--- src/rtl/sar_pkg.sv ---
// Shared types and helpers for the SAR ADC controller and its synchronizer.
package sar_pkg;

    typedef enum logic [1:0] {
        ST_IDLE    = 2'd0,
        ST_SAMPLE  = 2'd1,
        ST_CONVERT = 2'd2,
        ST_DONE    = 2'd3
    } sar_state_e;

    localparam int unsigned SYNC_DEPTH = 2;

    // Bits needed to hold values 0..n-1.
    function automatic int unsigned clog2(input int unsigned n);
        int unsigned r;
        r = 0;
        while ((32'd1 << r) < n) begin
            r = r + 1;
        end
        return r;
    endfunction

endpackage

--- src/rtl/sar_adc_ctrl_if.sv ---
// Handshake and analog-facing signals of the SAR controller.
interface sar_adc_ctrl_if #(
    parameter int unsigned WIDTH = 8
);
    logic             start;
    logic             cmp_in;
    logic             sample;
    logic [WIDTH-1:0] dac_code;
    logic             busy;
    logic             done;
    logic [WIDTH-1:0] result;

    modport master (
        input  start, cmp_in,
        output sample, dac_code, busy, done, result
    );

    modport slave (
        output start, cmp_in,
        input  sample, dac_code, busy, done, result
    );
endinterface

--- src/rtl/sar_sync2.sv ---
// Generic multi-flop synchronizer, async active-high reset to 0.
module sar_sync2
    import sar_pkg::*;
#(
    parameter int unsigned W = 1
) (
    input  logic         clk,
    input  logic         rst,
    input  logic [W-1:0] d,
    output logic [W-1:0] q
);
    logic [SYNC_DEPTH-1:0][W-1:0] stage;

    always_ff @(posedge clk or posedge rst) begin
        if (rst) begin
            stage <= '0;
        end else begin
            stage <= {stage[SYNC_DEPTH-2:0], d};
        end
    end

    assign q = stage[SYNC_DEPTH-1];
endmodule

--- src/rtl/sar_adc_ctrl.sv ---
// Successive-approximation controller: samples, resolves one bit per settle
// window MSB first, and publishes the code with a one-cycle done pulse.
module sar_adc_ctrl
    import sar_pkg::*;
#(
    parameter int unsigned WIDTH         = 8,
    parameter int unsigned SAMPLE_CYCLES = 2,
    parameter int unsigned SETTLE_CYCLES = 4
) (
    input  logic           clk,
    input  logic           rst,
    sar_adc_ctrl_if.master bus
);
    localparam int unsigned MAX_CNT = (SAMPLE_CYCLES > SETTLE_CYCLES) ? SAMPLE_CYCLES : SETTLE_CYCLES;
    localparam int unsigned CNT_W   = (clog2(MAX_CNT) > 0) ? clog2(MAX_CNT) : 1;
    localparam int unsigned IDX_W   = clog2(WIDTH);

    localparam logic [1:0] S_IDLE    = ST_IDLE;
    localparam logic [1:0] S_SAMPLE  = ST_SAMPLE;
    localparam logic [1:0] S_CONVERT = ST_CONVERT;
    localparam logic [1:0] S_DONE    = ST_DONE;

    // Decision must see the synchronized comparator after the DAC has settled.
    if (SETTLE_CYCLES < 3) begin : g_chk_settle
        $error("SETTLE_CYCLES must be >= 3");
    end
    if (SAMPLE_CYCLES < 1) begin : g_chk_sample
        $error("SAMPLE_CYCLES must be >= 1");
    end
    if (WIDTH < 4 || WIDTH > 12) begin : g_chk_width
        $error("WIDTH must be in 4..12");
    end

    logic [1:0]       state_q, state_d;
    logic [CNT_W-1:0] cnt_q, cnt_d;
    logic [IDX_W-1:0] idx_q, idx_d;
    logic [WIDTH-1:0] trial_q, trial_d;
    logic             sample_q, sample_d;
    logic             busy_q, busy_d;
    logic             done_q, done_d;
    logic [WIDTH-1:0] dac_q, dac_d;
    logic [WIDTH-1:0] result_q, result_d;
    logic             cmp_s;

    sar_sync2 #(.W(1)) u_sync (
        .clk (clk),
        .rst (rst),
        .d   (bus.cmp_in),
        .q   (cmp_s)
    );

    // Next state plus registered-output values.
    always_comb begin
        state_d  = state_q;
        cnt_d    = cnt_q;
        idx_d    = idx_q;
        trial_d  = trial_q;
        sample_d = 1'b0;
        busy_d   = 1'b0;
        done_d   = 1'b0;
        dac_d    = '0;
        result_d = result_q;

        case (state_q)
            S_IDLE, S_DONE: begin
                if (bus.start) begin
                    state_d  = S_SAMPLE;
                    cnt_d    = '0;
                    sample_d = 1'b1;
                    busy_d   = 1'b1;
                end else begin
                    state_d = S_IDLE;
                end
            end

            S_SAMPLE: begin
                sample_d = 1'b1;
                busy_d   = 1'b1;
                if (cnt_q == CNT_W'(SAMPLE_CYCLES - 1)) begin
                    state_d         = S_CONVERT;
                    cnt_d           = '0;
                    idx_d           = IDX_W'(WIDTH - 1);
                    trial_d         = '0;
                    sample_d        = 1'b0;
                    dac_d[WIDTH-1]  = 1'b1;
                end else begin
                    cnt_d = cnt_q + CNT_W'(1);
                end
            end

            S_CONVERT: begin
                busy_d = 1'b1;
                dac_d  = trial_q | (WIDTH'(1) << idx_q);
                if (cnt_q == CNT_W'(SETTLE_CYCLES - 1)) begin
                    trial_d[idx_q] = cmp_s;
                    cnt_d          = '0;
                    if (idx_q == '0) begin
                        state_d  = S_DONE;
                        busy_d   = 1'b0;
                        done_d   = 1'b1;
                        dac_d    = '0;
                        result_d = trial_d;
                    end else begin
                        idx_d = idx_q - IDX_W'(1);
                        dac_d = trial_d | (WIDTH'(1) << idx_d);
                    end
                end else begin
                    cnt_d = cnt_q + CNT_W'(1);
                end
            end

            default: begin
                state_d = S_IDLE;
            end
        endcase
    end

    always_ff @(posedge clk or posedge rst) begin
        if (rst) begin
            state_q  <= S_IDLE;
            cnt_q    <= '0;
            idx_q    <= '0;
            trial_q  <= '0;
            sample_q <= 1'b0;
            busy_q   <= 1'b0;
            done_q   <= 1'b0;
            dac_q    <= '0;
            result_q <= '0;
        end else begin
            state_q  <= state_d;
            cnt_q    <= cnt_d;
            idx_q    <= idx_d;
            trial_q  <= trial_d;
            sample_q <= sample_d;
            busy_q   <= busy_d;
            done_q   <= done_d;
            dac_q    <= dac_d;
            result_q <= result_d;
        end
    end

    assign bus.sample   = sample_q;
    assign bus.busy     = busy_q;
    assign bus.done     = done_q;
    assign bus.dac_code = dac_q;
    assign bus.result   = result_q;
endmodule

--- src/flat_wrapper.sv ---
// flat-port wrapper written by rule: the top's interface ports become plain ports
module sar_adc_ctrl_flat import sar_pkg::*;
#(
    parameter int unsigned WIDTH         = 8,
    parameter int unsigned SAMPLE_CYCLES = 2,
    parameter int unsigned SETTLE_CYCLES = 4
)
  (clk, rst, bus_start, bus_cmp_in, bus_sample, bus_dac_code, bus_busy, bus_done, bus_result);
  sar_adc_ctrl_if #(.WIDTH(WIDTH)) bus_i ();
  input  logic clk;
  input  logic rst;
  input wire logic [$bits(bus_i.start)-1:0] bus_start;
  input wire logic [$bits(bus_i.cmp_in)-1:0] bus_cmp_in;
  output wire logic [$bits(bus_i.sample)-1:0] bus_sample;
  output wire logic [$bits(bus_i.dac_code)-1:0] bus_dac_code;
  output wire logic [$bits(bus_i.busy)-1:0] bus_busy;
  output wire logic [$bits(bus_i.done)-1:0] bus_done;
  output wire logic [$bits(bus_i.result)-1:0] bus_result;
  assign bus_i.start = bus_start;
  assign bus_i.cmp_in = bus_cmp_in;
  assign bus_sample = bus_i.sample;
  assign bus_dac_code = bus_i.dac_code;
  assign bus_busy = bus_i.busy;
  assign bus_done = bus_i.done;
  assign bus_result = bus_i.result;
  sar_adc_ctrl #(.WIDTH(WIDTH), .SAMPLE_CYCLES(SAMPLE_CYCLES), .SETTLE_CYCLES(SETTLE_CYCLES)) u_core (.clk(clk), .rst(rst), .bus(bus_i));
endmodule
--- config.mk ---
export PLATFORM = sky130hd
export DESIGN_NAME = sar_adc_ctrl_flat
export DESIGN_NICKNAME = d
export VERILOG_FILES = /design/src/rtl/sar_pkg.sv /design/src/rtl/sar_adc_ctrl_if.sv /design/src/rtl/sar_sync2.sv /design/src/rtl/sar_adc_ctrl.sv /design/src/flat_wrapper.sv
export SDC_FILE = /design/constraint.sdc
export NUM_CORES = 1
export LEC_CHECK = 0
export CORE_UTILIZATION = 50
export DETAILED_ROUTE_END_ITERATION = 12
export GPL_TIMING_DRIVEN = 1
export PLACE_DENSITY = 0.73
export SLEW_MARGIN = 20
export SYNTH_ARGS = -nofsm -noshare
export SYNTH_HDL_FRONTEND = slang
export SYNTH_SLANG_ARGS = --single-unit
--- constraint.sdc ---
create_clock -name clk -period 2.4 [get_ports clk]
set_input_delay 0.6 -clock clk [delete_from_list [all_inputs] [get_ports clk]]
set_output_delay 0.6 -clock clk [all_outputs]
set_load 0.05 [all_outputs]
* After elaboration in Yosys (flattened, before gate mapping)
Cells that the tools add are included.
** Operators by class
- $add $sub $neg :: 2
- Order comparisons :: 2
- Equal/unequal tests :: 10
- Shifts and indexed selects :: 2
- Multiplexer cells :: 33
- Bitwise logic cells :: 2
- Reductions and logical operators :: 9
** Operators by type and width (number)
- two-way mux 8 bit :: 4
- OR 8 bit :: 2
- one-hot mux 8 bit (2 select lines) :: 1
- << shifter 1 x 3 -> 8 bit (first input constant) :: 2
- two-way mux 2 bit :: 6
- one-hot mux 2 bit (3 select lines) :: 2
- two-way mux 1 bit :: 10
- two-way mux 3 bit :: 3
- AND reduction 3 bit :: 3
- bitwise mux 8 bit :: 1
- two-way mux 7 bit :: 1
- == test 2 bit (second input constant) :: 3
- inequality test 2 x 1 -> 1 bit (second input constant) :: 3
- one-hot mux 3 bit (2 select lines) :: 1
- == test 2 x 1 -> 1 bit (second input constant) :: 2
- less-than comparator 3 x 4 -> 1 bit (second input constant) :: 1
- inequality test 2 bit (second input constant) :: 2
- one-hot mux 1 bit (2 select lines) :: 2
- AND reduction 4 bit :: 1
- demux 1 bit (select 3 bit) :: 1
- greater-or-equal comparator 3 x 1 -> 1 bit (second input constant) :: 1
- zero test 3 bit :: 1
- one-hot mux 1 bit (3 select lines) :: 1
- subtractor 3 x 1 -> 3 bit (second input constant) :: 1
- 5 further kinds :: 5
** Word-level totals
- Register bits :: 36
- Input bits :: 4
- Output and inout port bits :: 19

* Logic depth before layout (Yosys ltp)
- Depth in word-level cells :: 9
- Gate-level depth with buffers :: 7

* By module
Synthesis repeated with hierarchy kept, for this count alone.
** Unflattened totals
- Cell total of the unflattened synthesis :: 180
- Area, all modules :: 1965.6 um2
** By module, submodules not included
- sar_adc_ctrl :: instances 1, cells each 177, area each 1911.8 um2
- sar_sync2 :: instances 1, cells each 3, area each 53.8 um2

* Worst setup path after synthesis
No wires, ideal clock.
- Kind :: register -> register
- Start :: register u_core.idx_q[0]
- End :: register u_core.idx_q[0]
- Library setup time :: 0.125 ns
- Data arrival time :: 1.780 ns
- Slack :: 0.496 ns
- Cell stages (with the launch flop) :: 7
- Buffers on the path :: 1
- Cells stage by stage :: dfrtp_1 buf_2 inv_1 ha_1 nor2b_1 or4_4 mux2_2
** Between the ends
- Cells in the longest elaborated chain, start to end :: 4
- Elaborated cells on any way between the ends :: 7
** Ends and longest elaborated chain
- start: declaration :: line sar_adc_ctrl.sv:36 : logic [IDX_W-1:0] idx_q, idx_d;
- start signal: assignment :: line sar_adc_ctrl.sv:132 : idx_q <= idx_d;
- subtractor 3 x 1 -> 3 bit :: line sar_adc_ctrl.sv:104 : idx_d = idx_q - IDX_W'(1);
- two-way mux 3 bit :: line sar_adc_ctrl.sv:97 : if (idx_q == '0) begin
- two-way mux 3 bit :: line sar_adc_ctrl.sv:94 : if (cnt_q == CNT_W'(SETTLE_CYCLES - 1)) begin
- one-hot mux 3 bit (2 select lines) :: line sar_adc_ctrl.sv:64 : case (state_q)
Several ways; a longest one is shown, not always the timed one. The select of a mux whose other input is x is not followed.
A chain may end at the register's enable or synchronous reset.

* Final worst setup path
Ends and elaborated chain as after synthesis.

==> results.py <==
metrics = {
    "run_status": {
        "run_status": "finished, final reports clean",
    },
    "worst_setup_path": {
        "worstSetupStartpoint": "u_core.idx_q[0]$_DFFE_PP0P_",
        "cp-start-kind": "flip-flop",
        "worstPathMaxFanout": 12,
        "slowest_stage": "a2111oi_0",
        "ff2ff_setup_slack_ns": 0.17,
        "slowest_delay_ns": 0.68,
        "r2r_start": "u_core.idx_q[0]$_DFFE_PP0P_",
        "cp.required_ns": 2.62,
        "path_cells": "inv_1, ha_1, nor2b_1, a2111oi_0, mux2_2",
        "worstSetupPathType": "flip-flop to flip-flop",
        "r2r-end": "u_core.idx_q[0]$_DFFE_PP0P_",
        "crit_path_end": "u_core.idx_q[0]$_DFFE_PP0P_",
        "arrival_ns": 2.45,
        "endpoint_kind": "flip-flop",
        "worstRegToRegCells": 5,
    },
    "clocking": {
        "cts-hold-fix-buffers": 0,
        "clk-insertion-delay-late_ns": 0.28,
        "clkTransAtPathRegs_ns": 0.07,
        "h-tree-depth": 2,
        "cts-root-buf": "clkbuf_8",
        "cts_buffers": 5,
        "cts_resized": 0,
        "cts_tree": "built",
        "cts_buffer_depth": 2,
        "cts.sinks": 36,
        "postCtsSetupRepairBufs": 0,
    },
    "power": {
        "max-vdd-ir-drop_mv": 0.728,
        "p_int_w": 0.00111,
        "powerDensity_mw_per_mm2": 830,
        "p_leak_nw": 0.972,
        "p_total_w": 0.00182,
        "clockPowerShare_pct": 21.6,
        "power_frac_seq_pct": 39.0,
        "p_sw_w": 0.000706,
        "netSwitchingFraction_pct": 38.9,
        "pwr-share-comb_pct": 39.3,
    },
    "route": {
        "viasPerCell": 5.77,
        "num_vias": 1409,
        "drc_errors": 0,
        "dr.pass1.iters": 5,
        "ant_nets": 0,
        "post_drt_wl_per_cell_um": 16.0,
        "drt-initial-drc-count": 84,
        "wl_mm": 3.89,
    },
    "place": {
        "dp.cells": 237,
        "hpwlAfterDp_mm": 2.74,
        "place_area_mm2": 0.00211,
        "place_congestion": 0.858,
        "io_buffers": 22,
    },
    "sta": {
        "hold_viol_final": 0,
        "setup_violations": 0,
        "tightest_slew_ns": 0.664,
        "finalSetupTns_ns": 0,
        "min_period_ns": 2.23,
        "clock_skew_ns": 0.00827,
        "drv_slew": 0,
        "slew-limit-headroom_pct": 54.6,
        "post-route-period-util_pct": 92.7,
        "rsz0062_at_grt": "false",
        "fmax_mhz": 449,
    },
    "floorplanning": {
        "initial_core_util_pct": 53.8,
        "num_rows": 21,
        "io_pins": 23,
        "die_area_mm2": 0.00395,
        "die_y_um": 62.8,
        "die_w_um": 62.8,
        "coreArea_mm2": 0.00344,
    },
    "cells_and_area": {
        "final_cells": 244,
        "syn2layout_area_growth_pct": 18.2,
        "final_area_mm2": 0.00219,
        "drive_above_1_share_pct": 8.08,
        "nNetsFinal": 214,
        "num_antenna_cells": 0,
    },
    "synth": {
        "synth-seq-cells": 36,
        "synth.avg_cell_area_um2": 10.6,
        "synth_nets": 191,
        "postSynthCellCount": 175,
        "synth-async-reset-ratio_pct": 100,
        "ys_warn_count": 0,
        "synth-edff-count": 0,
        "synth_ff_type": "dfrtp_1",
        "seq_area_frac_synth_pct": 48.7,
        "synth.distinct_cells": 37,
        "netlist_area_mm2": 0.00185,
    },
    "grt": {
        "antenna_found_initial": 0,
        "grt_first_pass_wirelength_mm": 6.85,
        "grtUsageTotal_pct": 22.6,
        "first_global_vias": 1498,
        "grt_max_degree": 37,
        "grt_overflow": 0,
    },
    "run": {
        "maxCapViolCount": 0,
    },
    "worst_hold_path": {
        "holdCritPathClass": "flip-flop to flip-flop",
    },
}
## per-stage QoR
step / utilization, % / setup slack, ns / hold slack (ns)
floorplan: - / 0.496 / 0.331
global placement: 61.3 / 0.401 / 0.338
detailed placement: 61.3 / 0.254 / 0.344
CTS: 63.5 / 0.227 / 0.359
global route: 63.5 / 0.0684 / 0.363
finish: 63.5 / 0.174 / 0.353
## Yosys cell counts (all sizes together) (2+ instances only)
master / number / area, µm²
buf: 5 / 33.8
nand2: 15 / 56.3
o22a: 2 / 17.5
nor2: 3 / 11.3
a221oi: 2 / 17.5
clkbuf: 6 / 22.5
mux2i: 8 / 80.1
nor2b: 4 / 25.0
nand3b: 4 / 30.0
a2111oi: 2 / 17.5
inv: 13 / 48.8
dfrtp: 36 / 901
mux2: 2 / 22.5
or3: 3 / 18.8
ha: 12 / 150
o31ai: 2 / 15.0
a21oi: 10 / 50.1
o21ai: 14 / 70.1
nor3b: 4 / 30.0
o2bb2ai: 8 / 70.1
a211oi: 6 / 45.0
## cell usage in the layout, fill, tap and decap left out, types with 2 or more instances in the layout
master and n:
nor2b_1 4, mux2i_1 8, nor3b_1 4, nand2_1 15, mux2_2 2, a21oi_1 10
inv_1 13, dfrtp_1 36, clkbuf_8 5, buf_4 5, ha_1 12, clkdlybuf4s50_1 22
o2bb2ai_1 8, o21ai_0 14, o31ai_1 2, nor2_1 3, o22a_1 2, a2111oi_0 2
a211oi_1 6, a221oi_1 2, nand3b_1 4, or3_1 3
## cell type report
class                      instances  area [µm²]
fill                             277        1250
clock inverter                     1        5.00
tap                               46        57.6
timing repair buffer              27         258
clock buffer                       6        72.6
multi-input combinational        115         845
sequential                        36         901
inverter                          13        48.8
## worst max-delay path: cells and delay by family (launching register included)
| family | cells | cell delay [ns] |
|---|---|---|
| simple gates | 1 | 0.20 |
| buf+inv | 1 | 0.17 |
| compound gates | 1 | 0.68 |
| fa+ha+maj | 1 | 0.30 |
| flops | 1 | 0.55 |
| mux | 1 | 0.27 |
## worst min-delay path by stage
stage / cells after the start / slack, ns / from / end
final: 0 / 0.35 / u_core.u_sync.stage[0]$_DFF_PP0_ / u_core.u_sync.q$_DFF_PP0_
after global placement: 0 / 0.34 / u_core.u_sync.stage[0]$_DFF_PP0_ / u_core.u_sync.q$_DFF_PP0_
after global routing: 0 / 0.36 / u_core.u_sync.stage[0]$_DFF_PP0_ / u_core.u_sync.q$_DFF_PP0_
after detailed placement: 0 / 0.34 / u_core.u_sync.stage[0]$_DFF_PP0_ / u_core.u_sync.q$_DFF_PP0_
after CTS: 0 / 0.36 / u_core.u_sync.stage[0]$_DFF_PP0_ / u_core.u_sync.q$_DFF_PP0_
after floorplan: 0 / 0.33 / u_core.u_sync.stage[0]$_DFF_PP0_ / u_core.u_sync.q$_DFF_PP0_
## power groups by stage
| stage | sequential [W] | clock, W | combinational, W |
|---|---|---|---|
| final | 0.000708 | 0.000393 | 0.000714 |
| after global routing | 0.000715 | 0.000437 | 0.000782 |
| after CTS | 0.000709 | 0.000401 | 0.000713 |
| after detailed placement | 0.000720 | 0 | 0.000711 |
| after global placement | 0.000713 | 0 | 0.000684 |
| after floorplan | 0.000790 | 0 | 0.000462 |
## flip-flops by register name, indices dropped and copies added, names as in the netlist
| name | flops |
|---|---|
| u_core.bus.dac_code | 8 |
| u_core.bus.result | 8 |
| u_core.trial_q | 8 |
| u_core.u_sync.stage | 1 |
| u_core.u_sync.q | 1 |
| u_core.idx_q | 3 |
| u_core.state_q | 2 |
| u_core.bus.busy | 1 |
| u_core.bus.sample | 1 |
| u_core.bus.done | 1 |
| u_core.cnt_q | 2 |
## logic make-up (layout without fill, tap and decap cells)
family	Yosys count	after routing	synth area share, %
AO/OA/AOI/OAI	54	54	19.9
AND/OR/NAND/NOR	39	39	12.1
flip-flops	36	36	48.7
buffers and inverters	24	47	5.68
adder cells (fa/ha/maj)	12	12	8.11
multiplexers	10	10	5.54
## metal layers
layer	GRT usage, %	vias up	routed length (µm)
met5	0	-	0
met4	8.72	0	53
met3	3.83	6	112
met2	39.0	31	1960
met1	28.0	696	1770
li1	-	676	-
Power figures use the tool's default switching activity.
